--- config.mk ---
export PLATFORM = sky130hd
export DESIGN_NAME = mc_control_unit
export DESIGN_NICKNAME = d
export VERILOG_FILES = /design/src/rtl/mc_control_unit.sv
export SDC_FILE = /design/constraint.sdc
export NUM_CORES = 1
export LEC_CHECK = 0
export BUFFER_PORTS_ARGS = -buffer_cell sky130_fd_sc_hd__buf_2
export CORE_MARGIN = 1
export CORE_UTILIZATION = 30
export DETAILED_ROUTE_END_ITERATION = 6
export GPL_TIMING_DRIVEN = 0
export HOLD_SLACK_MARGIN = 0.03
export RECOVER_POWER = 100
export SETUP_SLACK_MARGIN = 0.3
export SYNTH_ARGS = -nofsm -noshare
export SYNTH_HDL_FRONTEND = slang
export SYNTH_SLANG_ARGS = --single-unit
--- constraint.sdc ---
create_clock -name clk -period 5.1 [get_ports clk]
set_input_delay 0.51 -clock clk [delete_from_list [all_inputs] [get_ports clk]]
set_output_delay 0.51 -clock clk [all_outputs]
set_load 0.03 [all_outputs]
--- src/rtl/mc_control_unit.sv ---
// ---------------------------------------------------------------------------
// mc_control_unit
// Multicycle control FSM for the `processing` datapath. Decodes the IR and the
// ALU status flags and drives every datapath control strobe/select. Memory
// wait states are absorbed by an internal down-counter loaded on entry to the
// FETCH, LD_WAIT and EXC_WAIT states.
//
// Optional feature (compile-time macro MC_OVERFLOW_EXC_EN):
//   defined   -> ARITH_COMPL of an overflowing R-type ADD/SUB or ADDI
//                suppresses the register write and traps to EXC_OVERFLOW.
//   undefined -> alu_overflow is ignored and the write always happens.
//
// Parameters:
//   IMEM_WAIT  extra cycles between IMemRead and IR capture (0..15)
//   DMEM_WAIT  extra cycles for data/exception-vector reads (0..15)
//
// Ports:
//   clk, reset             clock, asynchronous active-high reset
//   instruction[31:0]      IR contents
//   alu_equal/greater/less/overflow   ALU status flags
//   PCWrite, PCWriteCond, PCWriteState, PCSource[1:0]   PC control
//   ALUSrcA/ALUSrcB/MemToReg/LoadSplice/StoreSplice[1:0], ALUOp[3:0]
//   LoadAOut, RegWrite, LoadRegA, LoadRegB, DMemOp, LoadMDR, IMemRead, IRWrite
//   IntCause, CauseWrite, EPCWrite, DataMemSrc   exception control
//   Halted                 sticky halt indicator
//   state_out[4:0]         current state encoding (debug)
// ---------------------------------------------------------------------------
module mc_control_unit #(
  parameter int IMEM_WAIT = 1,
  parameter int DMEM_WAIT = 1
) (
  input  logic        clk,
  input  logic        reset,
  input  logic [31:0] instruction,
  input  logic        alu_equal,
  input  logic        alu_greater,
  input  logic        alu_less,
  input  logic        alu_overflow,
  output logic        PCWrite,
  output logic        PCWriteCond,
  output logic        PCWriteState,
  output logic [1:0]  PCSource,
  output logic [1:0]  ALUSrcA,
  output logic [1:0]  ALUSrcB,
  output logic [1:0]  MemToReg,
  output logic [1:0]  LoadSplice,
  output logic [1:0]  StoreSplice,
  output logic [3:0]  ALUOp,
  output logic        LoadAOut,
  output logic        RegWrite,
  output logic        LoadRegA,
  output logic        LoadRegB,
  output logic        DMemOp,
  output logic        LoadMDR,
  output logic        IMemRead,
  output logic        IRWrite,
  output logic        IntCause,
  output logic        CauseWrite,
  output logic        EPCWrite,
  output logic        DataMemSrc,
  output logic        Halted,
  output logic [4:0]  state_out
);

  // Opcodes
  localparam logic [6:0] OP_LD        = 7'b0000011;
  localparam logic [6:0] OP_TYPE_S    = 7'b0100011;
  localparam logic [6:0] OP_IMM_ARITH = 7'b0010011;
  localparam logic [6:0] OP_TYPE_R    = 7'b0110011;
  localparam logic [6:0] OP_TYPE_U    = 7'b0110111;
  localparam logic [6:0] OP_TYPE_SB   = 7'b1100011;
  localparam logic [6:0] OP_JAL       = 7'b1101111;
  localparam logic [6:0] OP_JALR      = 7'b1100111;
  localparam logic [6:0] OP_BREAK     = 7'b1110011;

  localparam logic [31:0] HALT_WORD = 32'h00100073;

  // funct3 codes
  localparam logic [2:0] F3_LD   = 3'b011;
  localparam logic [2:0] F3_LW   = 3'b010;
  localparam logic [2:0] F3_LH   = 3'b001;
  localparam logic [2:0] F3_LBU  = 3'b100;
  localparam logic [2:0] F3_SD   = 3'b011;
  localparam logic [2:0] F3_SW   = 3'b010;
  localparam logic [2:0] F3_SH   = 3'b001;
  localparam logic [2:0] F3_SB   = 3'b000;
  localparam logic [2:0] F3_ADD  = 3'b000;
  localparam logic [2:0] F3_SLT  = 3'b010;
  localparam logic [2:0] F3_AND  = 3'b111;
  localparam logic [2:0] F3_SLLI = 3'b001;
  localparam logic [2:0] F3_SRI  = 3'b101;
  localparam logic [2:0] F3_BEQ  = 3'b000;
  localparam logic [2:0] F3_BNE  = 3'b001;
  localparam logic [2:0] F3_BLT  = 3'b100;
  localparam logic [2:0] F3_BGE  = 3'b101;

  localparam logic [5:0] F6_SRAI = 6'b010000;

  // ALU operation codes
  localparam logic [3:0] ALU_AND  = 4'd0;
  localparam logic [3:0] ALU_SUM  = 4'd2;
  localparam logic [3:0] ALU_SUB  = 4'd6;
  localparam logic [3:0] ALU_LESS = 4'd7;
  localparam logic [3:0] ALU_SHL  = 4'd8;
  localparam logic [3:0] ALU_SHR  = 4'd9;
  localparam logic [3:0] ALU_SHRA = 4'd10;

  // Mux selects
  localparam logic [1:0] ALA_PC      = 2'd0;
  localparam logic [1:0] ALA_A       = 2'd1;
  localparam logic [1:0] ALA_ZERO    = 2'd2;
  localparam logic [1:0] ALB_B       = 2'd0;
  localparam logic [1:0] ALB_CONST4  = 2'd1;
  localparam logic [1:0] ALB_IMM     = 2'd2;
  localparam logic [1:0] ALB_IMM2    = 2'd3;
  localparam logic [1:0] PC_ALU_OUT  = 2'd0;
  localparam logic [1:0] PC_ALU_REG  = 2'd1;
  localparam logic [1:0] PC_EXC_VEC  = 2'd2;
  localparam logic [1:0] FW_ALU_OUT  = 2'd0;
  localparam logic [1:0] FW_MDR      = 2'd1;
  localparam logic [1:0] FW_PC_4     = 2'd2;

  // Splice codes
  localparam logic [1:0] SPL_LD  = 2'd0;
  localparam logic [1:0] SPL_LW  = 2'd1;
  localparam logic [1:0] SPL_LH  = 2'd2;
  localparam logic [1:0] SPL_LBU = 2'd3;
  localparam logic [1:0] SPL_SD  = 2'd0;
  localparam logic [1:0] SPL_SW  = 2'd1;
  localparam logic [1:0] SPL_SH  = 2'd2;
  localparam logic [1:0] SPL_SB  = 2'd3;

  localparam int WAIT_MAX = (IMEM_WAIT > DMEM_WAIT) ? IMEM_WAIT : DMEM_WAIT;
  localparam int CNT_W    = (WAIT_MAX < 1) ? 1 : $clog2(WAIT_MAX + 1);

  typedef enum logic [4:0] {
    S_START        = 5'd0,
    S_FETCH        = 5'd1,
    S_DECODE       = 5'd2,
    S_MEM_ADDR     = 5'd3,
    S_LD_WAIT      = 5'd4,
    S_WRITE_BACK   = 5'd5,
    S_STORE        = 5'd6,
    S_EXEC_R       = 5'd7,
    S_EXEC_I       = 5'd8,
    S_EXEC_U       = 5'd9,
    S_ARITH_COMPL  = 5'd10,
    S_BRANCH       = 5'd11,
    S_JUMP_LINK    = 5'd12,
    S_JAL_COMPL    = 5'd13,
    S_JALR_COMPL   = 5'd14,
    S_BRK          = 5'd15,
    S_EXC_OPCODE   = 5'd16,
    S_EXC_OVERFLOW = 5'd17,
    S_EXC_WAIT     = 5'd18,
    S_HALT         = 5'd19
  } state_t;

  state_t             state_q, state_d;
  logic [CNT_W-1:0]   cnt_q, cnt_d;

  logic [6:0] opcode;
  logic [2:0] funct3;
  logic [5:0] funct6;
  logic       funct7_b5;
  logic       branch_cond;
  logic       ovf_trap;
  logic       wait_done;

  assign opcode    = instruction[6:0];
  assign funct3    = instruction[14:12];
  assign funct6    = instruction[31:26];
  assign funct7_b5 = instruction[30];
  assign wait_done = (cnt_q == '0);

`ifdef MC_OVERFLOW_EXC_EN
  // Only signed add/subtract style instructions can raise an overflow trap.
  assign ovf_trap = alu_overflow &&
                    (((opcode == OP_TYPE_R) || (opcode == OP_IMM_ARITH)) &&
                     (funct3 == F3_ADD));
`else
  logic unused_overflow;
  assign unused_overflow = alu_overflow;
  assign ovf_trap        = 1'b0;
`endif

  always_comb begin
    branch_cond = 1'b0;
    case (funct3)
      F3_BEQ:  branch_cond = alu_equal;
      F3_BNE:  branch_cond = ~alu_equal;
      F3_BLT:  branch_cond = alu_less;
      F3_BGE:  branch_cond = alu_greater | alu_equal;
      default: branch_cond = 1'b0;
    endcase
  end

  always_ff @(posedge clk or posedge reset) begin
    if (reset) begin
      state_q <= S_START;
      cnt_q   <= '0;
    end else begin
      state_q <= state_d;
      cnt_q   <= cnt_d;
    end
  end

  // Next state. Wait states hold until the counter reaches zero.
  always_comb begin
    state_d = state_q;
    case (state_q)
      S_START:  state_d = S_FETCH;
      S_FETCH:  if (wait_done) state_d = S_DECODE;
      S_DECODE: begin
        case (opcode)
          OP_LD, OP_TYPE_S: state_d = S_MEM_ADDR;
          OP_IMM_ARITH:     state_d = S_EXEC_I;
          OP_TYPE_R:        state_d = S_EXEC_R;
          OP_TYPE_U:        state_d = S_EXEC_U;
          OP_TYPE_SB:       state_d = S_BRANCH;
          OP_JAL, OP_JALR:  state_d = S_JUMP_LINK;
          OP_BREAK:         state_d = S_BRK;
          default:          state_d = S_EXC_OPCODE;
        endcase
      end
      S_MEM_ADDR:    state_d = (opcode == OP_LD) ? S_LD_WAIT : S_STORE;
      S_LD_WAIT:     if (wait_done) state_d = S_WRITE_BACK;
      S_WRITE_BACK:  state_d = S_FETCH;
      S_STORE:       state_d = S_FETCH;
      S_EXEC_R:      state_d = S_ARITH_COMPL;
      S_EXEC_I:      state_d = S_ARITH_COMPL;
      S_EXEC_U:      state_d = S_ARITH_COMPL;
      S_ARITH_COMPL: state_d = ovf_trap ? S_EXC_OVERFLOW : S_FETCH;
      S_BRANCH:      state_d = S_FETCH;
      S_JUMP_LINK:   state_d = (opcode == OP_JALR) ? S_JALR_COMPL : S_JAL_COMPL;
      S_JAL_COMPL:   state_d = S_FETCH;
      S_JALR_COMPL:  state_d = S_FETCH;
      S_BRK:         state_d = (instruction == HALT_WORD) ? S_HALT : S_EXC_OPCODE;
      S_EXC_OPCODE:  state_d = S_EXC_WAIT;
      S_EXC_OVERFLOW: state_d = S_EXC_WAIT;
      S_EXC_WAIT:    if (wait_done) state_d = S_FETCH;
      S_HALT:        state_d = S_HALT;
      default:       state_d = S_FETCH;
    endcase
  end

  // Counter reloads whenever a waiting state is newly entered, so the first
  // cycle in that state already sees the full wait count.
  always_comb begin
    cnt_d = wait_done ? '0 : cnt_q - 1'b1;
    if (state_d != state_q) begin
      case (state_d)
        S_FETCH:               cnt_d = CNT_W'(IMEM_WAIT);
        S_LD_WAIT, S_EXC_WAIT: cnt_d = CNT_W'(DMEM_WAIT);
        default:               ;
      endcase
    end
  end

  // Moore outputs; reset forces the idle values combinationally.
  always_comb begin
    PCWrite     = 1'b0;
    PCWriteCond = 1'b0;
    PCSource    = 2'd0;
    ALUSrcA     = 2'd0;
    ALUSrcB     = 2'd0;
    MemToReg    = 2'd0;
    LoadSplice  = 2'd0;
    StoreSplice = 2'd0;
    ALUOp       = ALU_SUM;
    LoadAOut    = 1'b0;
    RegWrite    = 1'b0;
    LoadRegA    = 1'b0;
    LoadRegB    = 1'b0;
    DMemOp      = 1'b0;
    LoadMDR     = 1'b0;
    IMemRead    = 1'b0;
    IRWrite     = 1'b0;
    IntCause    = 1'b0;
    CauseWrite  = 1'b0;
    EPCWrite    = 1'b0;
    DataMemSrc  = 1'b0;
    Halted      = 1'b0;
    if (!reset) begin
      case (state_q)
        S_FETCH: begin
          IMemRead = 1'b1;
          if (wait_done) begin
            IRWrite  = 1'b1;
            PCWrite  = 1'b1;
            PCSource = PC_ALU_OUT;
            ALUSrcA  = ALA_PC;
            ALUSrcB  = ALB_CONST4;
            ALUOp    = ALU_SUM;
          end
        end
        S_DECODE: begin
          LoadRegA = 1'b1;
          LoadRegB = 1'b1;
          LoadAOut = 1'b1;
          ALUSrcA  = ALA_PC;
          ALUSrcB  = ALB_IMM2;
          ALUOp    = ALU_SUM;
        end
        S_MEM_ADDR: begin
          ALUSrcA  = ALA_A;
          ALUSrcB  = ALB_IMM;
          ALUOp    = ALU_SUM;
          LoadAOut = 1'b1;
        end
        S_LD_WAIT: begin
          DMemOp  = 1'b0;
          LoadMDR = wait_done;
        end
        S_WRITE_BACK: begin
          RegWrite = 1'b1;
          MemToReg = FW_MDR;
          case (funct3)
            F3_LW:   LoadSplice = SPL_LW;
            F3_LH:   LoadSplice = SPL_LH;
            F3_LBU:  LoadSplice = SPL_LBU;
            F3_LD:   LoadSplice = SPL_LD;
            default: LoadSplice = SPL_LD;
          endcase
        end
        S_STORE: begin
          DMemOp = 1'b1;
          case (funct3)
            F3_SW:   StoreSplice = SPL_SW;
            F3_SH:   StoreSplice = SPL_SH;
            F3_SB:   StoreSplice = SPL_SB;
            F3_SD:   StoreSplice = SPL_SD;
            default: StoreSplice = SPL_SD;
          endcase
        end
        S_EXEC_R: begin
          ALUSrcA  = ALA_A;
          ALUSrcB  = ALB_B;
          LoadAOut = 1'b1;
          case (funct3)
            F3_ADD:  ALUOp = funct7_b5 ? ALU_SUB : ALU_SUM;
            F3_SLT:  ALUOp = ALU_LESS;
            F3_AND:  ALUOp = ALU_AND;
            default: ALUOp = ALU_SUM;
          endcase
        end
        S_EXEC_I: begin
          ALUSrcA  = ALA_A;
          ALUSrcB  = ALB_IMM;
          LoadAOut = 1'b1;
          case (funct3)
            F3_ADD:  ALUOp = ALU_SUM;
            F3_SLT:  ALUOp = ALU_LESS;
            F3_SLLI: ALUOp = ALU_SHL;
            F3_SRI:  ALUOp = (funct6 == F6_SRAI) ? ALU_SHRA : ALU_SHR;
            default: ALUOp = ALU_SUM;
          endcase
        end
        S_EXEC_U: begin
          ALUSrcA  = ALA_ZERO;
          ALUSrcB  = ALB_IMM;
          ALUOp    = ALU_SUM;
          LoadAOut = 1'b1;
        end
        S_ARITH_COMPL: begin
          MemToReg = FW_ALU_OUT;
          RegWrite = ~ovf_trap;
        end
        S_BRANCH: begin
          PCWriteCond = 1'b1;
          PCSource    = PC_ALU_REG;
          ALUSrcA     = ALA_A;
          ALUSrcB     = ALB_B;
          ALUOp       = ALU_SUB;
        end
        S_JUMP_LINK: begin
          RegWrite = 1'b1;
          MemToReg = FW_PC_4;
        end
        S_JAL_COMPL: begin
          PCWrite  = 1'b1;
          PCSource = PC_ALU_REG;
        end
        S_JALR_COMPL: begin
          PCWrite  = 1'b1;
          PCSource = PC_ALU_OUT;
          ALUSrcA  = ALA_A;
          ALUSrcB  = ALB_IMM2;
          ALUOp    = ALU_SUM;
        end
        S_EXC_OPCODE, S_EXC_OVERFLOW: begin
          IntCause   = (state_q == S_EXC_OVERFLOW);
          CauseWrite = 1'b1;
          EPCWrite   = 1'b1;
          DataMemSrc = 1'b1;
          DMemOp     = 1'b0;
          ALUSrcA    = ALA_PC;
          ALUSrcB    = ALB_CONST4;
          ALUOp      = ALU_SUB;
        end
        S_EXC_WAIT: begin
          DataMemSrc = 1'b1;
          if (wait_done) begin
            PCWrite  = 1'b1;
            PCSource = PC_EXC_VEC;
          end
        end
        S_HALT:  Halted = 1'b1;
        default: ;
      endcase
    end
  end

  assign PCWriteState = PCWrite | (PCWriteCond & branch_cond);
  assign state_out    = reset ? 5'd0 : 5'(state_q);

endmodule

==> results of run 1 <==
cell type report:
cell class | count | area (um^2)
clock buffer | 3 | 41.3
sequential | 6 | 150
tap | 67 | 83.8
multi-input combinational | 181 | 1160
timing repair buffer | 69 | 303
inverter | 10 | 37.5
buffer | 19 | 143
fill | 560 | 2870
state kept, by name, indices dropped and copies added (netlist names):
name and count:
state_q 5, cnt_q 1
metal layers:
metal	track usage, %	up-vias	wire length, um
met4	2.40	0	35
met1	27.8	895	2440
met2	30.6	80	2320
li1	-	954	-
met5	0	-	0
met3	2.49	4	343
power by group through the flow:
stage               sequential, uW  clock [uW]  combinational (uW)
finish                        94.6        70.2                 890
global route                  97.1        74.2                 968
CTS                           95.6        71.6                 908
detailed placement            96.1           0                 906
global placement              94.5           0                 909
floorplan                     87.7           0                 707
synthesized netlist by cell type, types with 5 or more instances:
master / n
nor2_1: 21
o21ai_0: 13
nand2_1: 12
nor3_1: 10
a21oi_1: 9
inv_1: 9
nor2b_1: 9
buf_6: 7
nand3_1: 7
and3_1: 6
buf_2: 6
dfrtp_1: 6
xnor2_1: 6
a22oi_1: 5
a31oi_1: 5
nand2b_1: 5
nand3b_1: 5
worst paths after layout:
path	cells past startpoint	slack, ns	start	to
hold / removal	2	0.39	reset	state_q[1]
setup reg to reg	9	2.60	state_q[3]	cnt_q
setup / recovery	8	1.96	state_q[3]	PCWriteState
min in group clk	3	0.77	instruction[3]	state_q[4]
hold reg to reg	3	0.82	state_q[0]	state_q[2]
max in group asynchronous	2	4.39	reset	state_q[4]
cells by family (layout without fill, tap and decap cells):
| kind of cell | Yosys count | after routing | share of synthesized area, % |
|---|---|---|---|
| xor+xnor | 6 | 6 | 3.48 |
| compound gates | 57 | 57 | 25.8 |
| buf+inv | 29 | 101 | 12.2 |
| flops | 6 | 6 | 9.93 |
| mux | 2 | 2 | 1.32 |
| simple gates | 116 | 116 | 47.3 |
critical path: cells and delay by family (launching register included):
| family | cells | cell delay (ns) |
|---|---|---|
| compound gates | 2 | 0.52 |
| simple gates | 3 | 0.51 |
| flops | 1 | 0.33 |
| buf+inv | 3 | 1.05 |
metrics by stage:
stage	hold slack [ns]	cells	setup slack [ns]	util, %
after floorplan	0.344	216	2.17	-
after global placement	0.573	352	2.60	40.5
after detailed placement	0.588	352	2.59	40.5
after CTS	0.355	355	2.35	41.4
after global routing	0.438	355	1.79	40.0
final	0.394	355	1.96	40.0
==> impl_metrics.csv, run 1 <==
group,metric,value,unit
clock_network,worstSkewPairLatency,0.22,ns
clock_network,cts-resized-gates,0,
grt,grt_overflow,0,
detailed_routing,via_count,1933,
power,swShare,56.7,%
placement,hpwl,4.04,mm
detailed_routing,first_pass_iters,4,
power,pwr-share-clk,6.7,%
grt,grt_pass1_wl,8.05,mm
clock_network,cts_buffer_depth,2,
floorplan,placementRows,25,
cells_and_area,area_growth,26.7,%
logic_synthesis,ys_async_sr_fraction,100,%
clock_network,numClockSinks,6,
setup_path,worstSetupStartpointType,"flop",
cells_and_area,final_cell_area,1910,um^2
setup_path,cp_data_arrival_time,2.63,ns
setup_path,critPathMaxFanout,10,
grt,grt_usage,19.1,%
clock_network,cts_setup_buffers,0,
logic_synthesis,synth_top_area_share,9.93,%
logic_synthesis,synth-seq-cells,6,
setup_path,cpPeakStageDelay,0.43,ns
cells_and_area,n_antenna_cell,0,
floorplan,die_h,73.0,um
floorplan,die_x,73.0,um
logic_synthesis,ys_types,61,
timing,finalSetupViolations,0,
logic_synthesis,synth_edf_count,0,
floorplan,die_area,5330,um^2
logic_synthesis,synth_flop_cell,"dfrtp_1",
logic_synthesis,avgSynthCellArea,7.00,um^2
power,seq_power_share,9.0,%
setup_path,end_kind,"primary output",
detailed_routing,routed_wl,5.14,mm
clock_network,cts_tree,"done",
detailed_routing,avgRoutedWirePerCell,14.5,um
timing,slew_headroom,53.3,%
min_path,hold_path.class,"input port to async pin",
cells_and_area,final_common_cell,"clkbuf_1",
cells_and_area,drive_gt1_share,24.7,%
run_status,status,"finished, final reports clean",
setup_path,crit_type,"flop to primary output",
logic_synthesis,yosysSeqAreaShare,9.93,%
timing,hold_viol,0,
floorplan,start_util,31.6,%
detailed_routing,drc,0,
grt,antenna_found_initial,0,
placement,finalWeightedCongestion,0.862,
timing,finalCriticalPeriod,3.14,ns
detailed_routing,routed_via_density,5.45,
setup_path,worstPathRequired,4.59,ns
timing,max_freq,318,MHz
logic_synthesis,netlist_area,1510,um^2
placement,io_buffer_count,69,
timing,drv_slew,0,
logic_synthesis,ys_warn_count,0,
logic_synthesis,synth_nets,254,
clock_network,ctsHtreeMaxLevel,1,
grt,grt_max_degree,13,
power,p_int,457,uW
clock_network,ctsHoldBuffers,0,
timing,rsz0062_at_grt,"false",
cells_and_area,mostFrequentLayoutCells,"39 x clkbuf_1, 38 x buf_2, 22 x nor2_1",
floorplan,boundaryPins,75,
timing,tns,0,ns
setup_path,path_common_cell,"clkbuf_1",
power,finalPower,1050,uW
grt,grt_pass1_vias,1667,
floorplan,core_area,4790,um^2
power,power-per-cell-area,551,nW/um^2
setup_path,path_cells,"clkbuf_1 > clkbuf_1 > nor2_1 > nand3_1 > nor3_1 > a211o_1 > a31o_2 > clkbuf_1",
logic_synthesis,ys_top_cells_by_area,"dfrtp_1 9.9%, buf_6 5.2%, nor2_1 5.2%, o21ai_0 4.3%, nor2b_1 3.7%",
clock_network,path_clk_slew,0.04,ns
power,peakVddDrop,0.162,mV
timing,tightest_slew,0.698,ns
logic_synthesis,postSynthCellCount,216,
detailed_routing,drt_iter0_markers,140,
power,power_frac_comb,84.4,%
job,cap_violations,0,
setup_path,cp_slowest_cell,"clkbuf_1",
timing,period_share,61.6,%
clock_network,cts_buffers,3,
detailed_routing,final_antenna_net_count,0,
power,p_sw,597,uW
cells_and_area,fin_nets,328,
timing,fin_worst_skew,0.00374,ns
placement,dpl_cell_area,1940,um^2
logic_synthesis,yosys.area.top_type,"dfrtp_1",
clock_network,cts-root-buf,"clkbuf_8",
power,p_leak,0.000795,uW
No activity file was read; power rests on OpenSTA's default activity.
==> run 2: changes to the inputs <==
==> constraint.sdc (replaced) <==
create_clock -name clk -period 3.05 [get_ports clk]
set_input_delay 0.305 -clock clk [delete_from_list [all_inputs] [get_ports clk]]
set_output_delay 0.305 -clock clk [all_outputs]
set_load 0.03 [all_outputs]
==> impl_metrics.csv, run 2 (same netlist as run 1, synthesis figures left out) <==
group,metric,value,unit
run_status,status,"finished, final reports clean",
power,peakVddDrop,0.271,mV
grt,grt_max_degree,13,
timing,slew_headroom,53.3,%
setup_path,cpPeakStageDelay,0.54,ns
cells_and_area,drive_gt1_share,25.7,%
detailed_routing,final_antenna_net_count,0,
timing,hold_viol,0,
clock_network,worstSkewPairLatency,0.22,ns
timing,max_freq,368,MHz
detailed_routing,via_count,1938,
timing,tns,0,ns
power,p_int,768,uW
floorplan,start_util,31.6,%
timing,period_share,89.0,%
setup_path,r2r_cells,8,
clock_network,ctsHoldBuffers,0,
cells_and_area,largest_reg_flops,5,
timing,drv_slew,0,
detailed_routing,drc,0,
power,swShare,56.5,%
cells_and_area,regMostFlops,"state_q",
cells_and_area,fin_nets,328,
detailed_routing,routed_via_density,5.46,
floorplan,boundaryPins,75,
cells_and_area,largestRegisters,"state_q: 5 flops, cnt_q: 1 flops",
setup_path,worstReg2RegEnd,"cnt_q",
floorplan,die_h,73.0,um
setup_path,path_cells,"buf_4 > nor2_1 > a22oi_1 > o21ai_0 > nand2_1 > or3_1 > buf_2",
setup_path,cpLargestDelayFamily,"simple AND/OR/NAND/NOR gates",
timing,tightest_slew,0.698,ns
setup_path,worstSetupStartpointType,"flop",
placement,place_worst_setup_slack,0.741,ns
power,p_leak,0.000804,uW
job,cap_violations,0,
setup_path,r2r-start,"state_q[1]",
setup_path,cp_data_arrival_time,2.41,ns
timing,finalCriticalPeriod,2.71,ns
setup_path,r2r_slack,0.65,ns
detailed_routing,first_pass_iters,4,
clock_network,cts_setup_buffers,0,
setup_path,worstPathRequired,2.74,ns
timing,finalSetupViolations,0,
cells_and_area,n_antenna_cell,0,
floorplan,placementRows,25,
clock_network,cts-resized-gates,0,
timing,fin_worst_skew,0.00349,ns
timing,setup_slack,0.335,ns
clock_network,cts-root-buf,"clkbuf_8",
placement,hpwl,4.04,mm
grt,antenna_found_initial,0,
setup_path,critPathMaxFanout,10,
grt,grt_pass1_wl,8.05,mm
power,p_sw,998,uW
cells_and_area,final_common_cell,"buf_2",
power,power-per-cell-area,919,nW/um^2
clock_network,cts_tree,"done",
clock_network,cts_buffers,3,
power,power_frac_comb,84.4,%
setup_path,crit_type,"flop to primary output",
cells_and_area,n_fill_cell,561,
grt,grt_usage,19.1,%
setup_path,cp_slowest_cell,"nor2_1",
floorplan,die_area,5330,um^2
detailed_routing,routed_wl,5.14,mm
power,seq_power_share,8.9,%
clock_network,numClockSinks,6,
grt,grt_pass1_vias,1667,
detailed_routing,avgRoutedWirePerCell,14.5,um
grt,grt_overflow,0,
floorplan,core_area,4790,um^2
placement,finalWeightedCongestion,0.862,
cells_and_area,mostFrequentLayoutCells,"40 x buf_2, 37 x clkbuf_1, 22 x nor2_1",
clock_network,cts_buffer_depth,2,
clock_network,path_clk_slew,0.04,ns
setup_path,worstPathBufferInverterCount,2,
timing,rsz0062_at_grt,"false",
min_path,hold_path.class,"input port to async pin",
placement,io_buffer_count,69,
detailed_routing,drt_iter0_markers,139,
cells_and_area,area_growth,27.2,%
floorplan,die_x,73.0,um
power,pwr-share-clk,6.6,%
setup_path,end_kind,"primary output",
clock_network,ctsHtreeMaxLevel,1,
## run 2: cell types whose count changed in the layout (fill, tap and decap cells not counted), sizes merged
cell / before / now
buf: 49 / 51
clkbuf: 42 / 40
## run 2: layout make-up
cell class / count / area (um^2) / share of cell area [%]
sequential: 6 / 150 / 7.81
clock buffer: 3 / 41.3 / 2.15
tap: 67 / 83.8 / 4.36
timing repair buffer: 69 / 304 / 15.8
buffer: 19 / 144 / 7.48
multi-input combinational: 181 / 1160 / 60.4
inverter: 10 / 37.5 / 1.95
## run 2: worst max-delay path by stage
| stage | startpoint | end | slack [ns] | depth (start not counted) |
|---|---|---|---|---|
| 2_1_floorplan | state_q[3] | PCWriteState | 0.32 | 7 |
| 3_3_place_gp | state_q[2] | ALUOp[1] | 0.76 | 8 |
| 3_5_place_dp | state_q[2] | ALUOp[1] | 0.74 | 8 |
| 4_1_cts | state_q[3] | ALUOp[1] | 0.51 | 8 |
| 5_1_grt | state_q[1] | ALUOp[1] | 0.19 | 7 |
| 6_report | state_q[1] | ALUOp[1] | 0.34 | 7 |
## run 2: per-stage QoR
stage | std cells | hold slack [ns] | instance area, um^2 | util (%) | power, uW
3_5_place_dp | 352 | 0.383 | 1940 | 40.5 | 1680
6_report | 355 | 0.189 | 1920 | 40.2 | 1770
3_3_place_gp | 352 | 0.368 | 1940 | 40.5 | 1680
5_1_grt | 355 | 0.233 | 1920 | 40.2 | 1910
4_1_cts | 355 | 0.150 | 1980 | 41.4 | 1800
2_1_floorplan | 216 | 0.139 | 1510 | - | 1330
## run 2: power by group through the flow
stage | Combinational [uW] | Sequential [uW] | Clock [uW]
after floorplan | 1180 | 147 | 0
after CTS | 1520 | 160 | 120
after detailed placement | 1520 | 161 | 0
after global routing | 1620 | 162 | 124
after global placement | 1520 | 158 | 0
final | 1490 | 158 | 117
## run 2: metal layers
layer	global-route usage, %	vias to the layer above	wire (um)
met2	30.6	82	2340
met3	2.49	4	350
met4	2.40	0	35
li1	-	955	-
met5	0	-	0
met1	27.8	897	2410
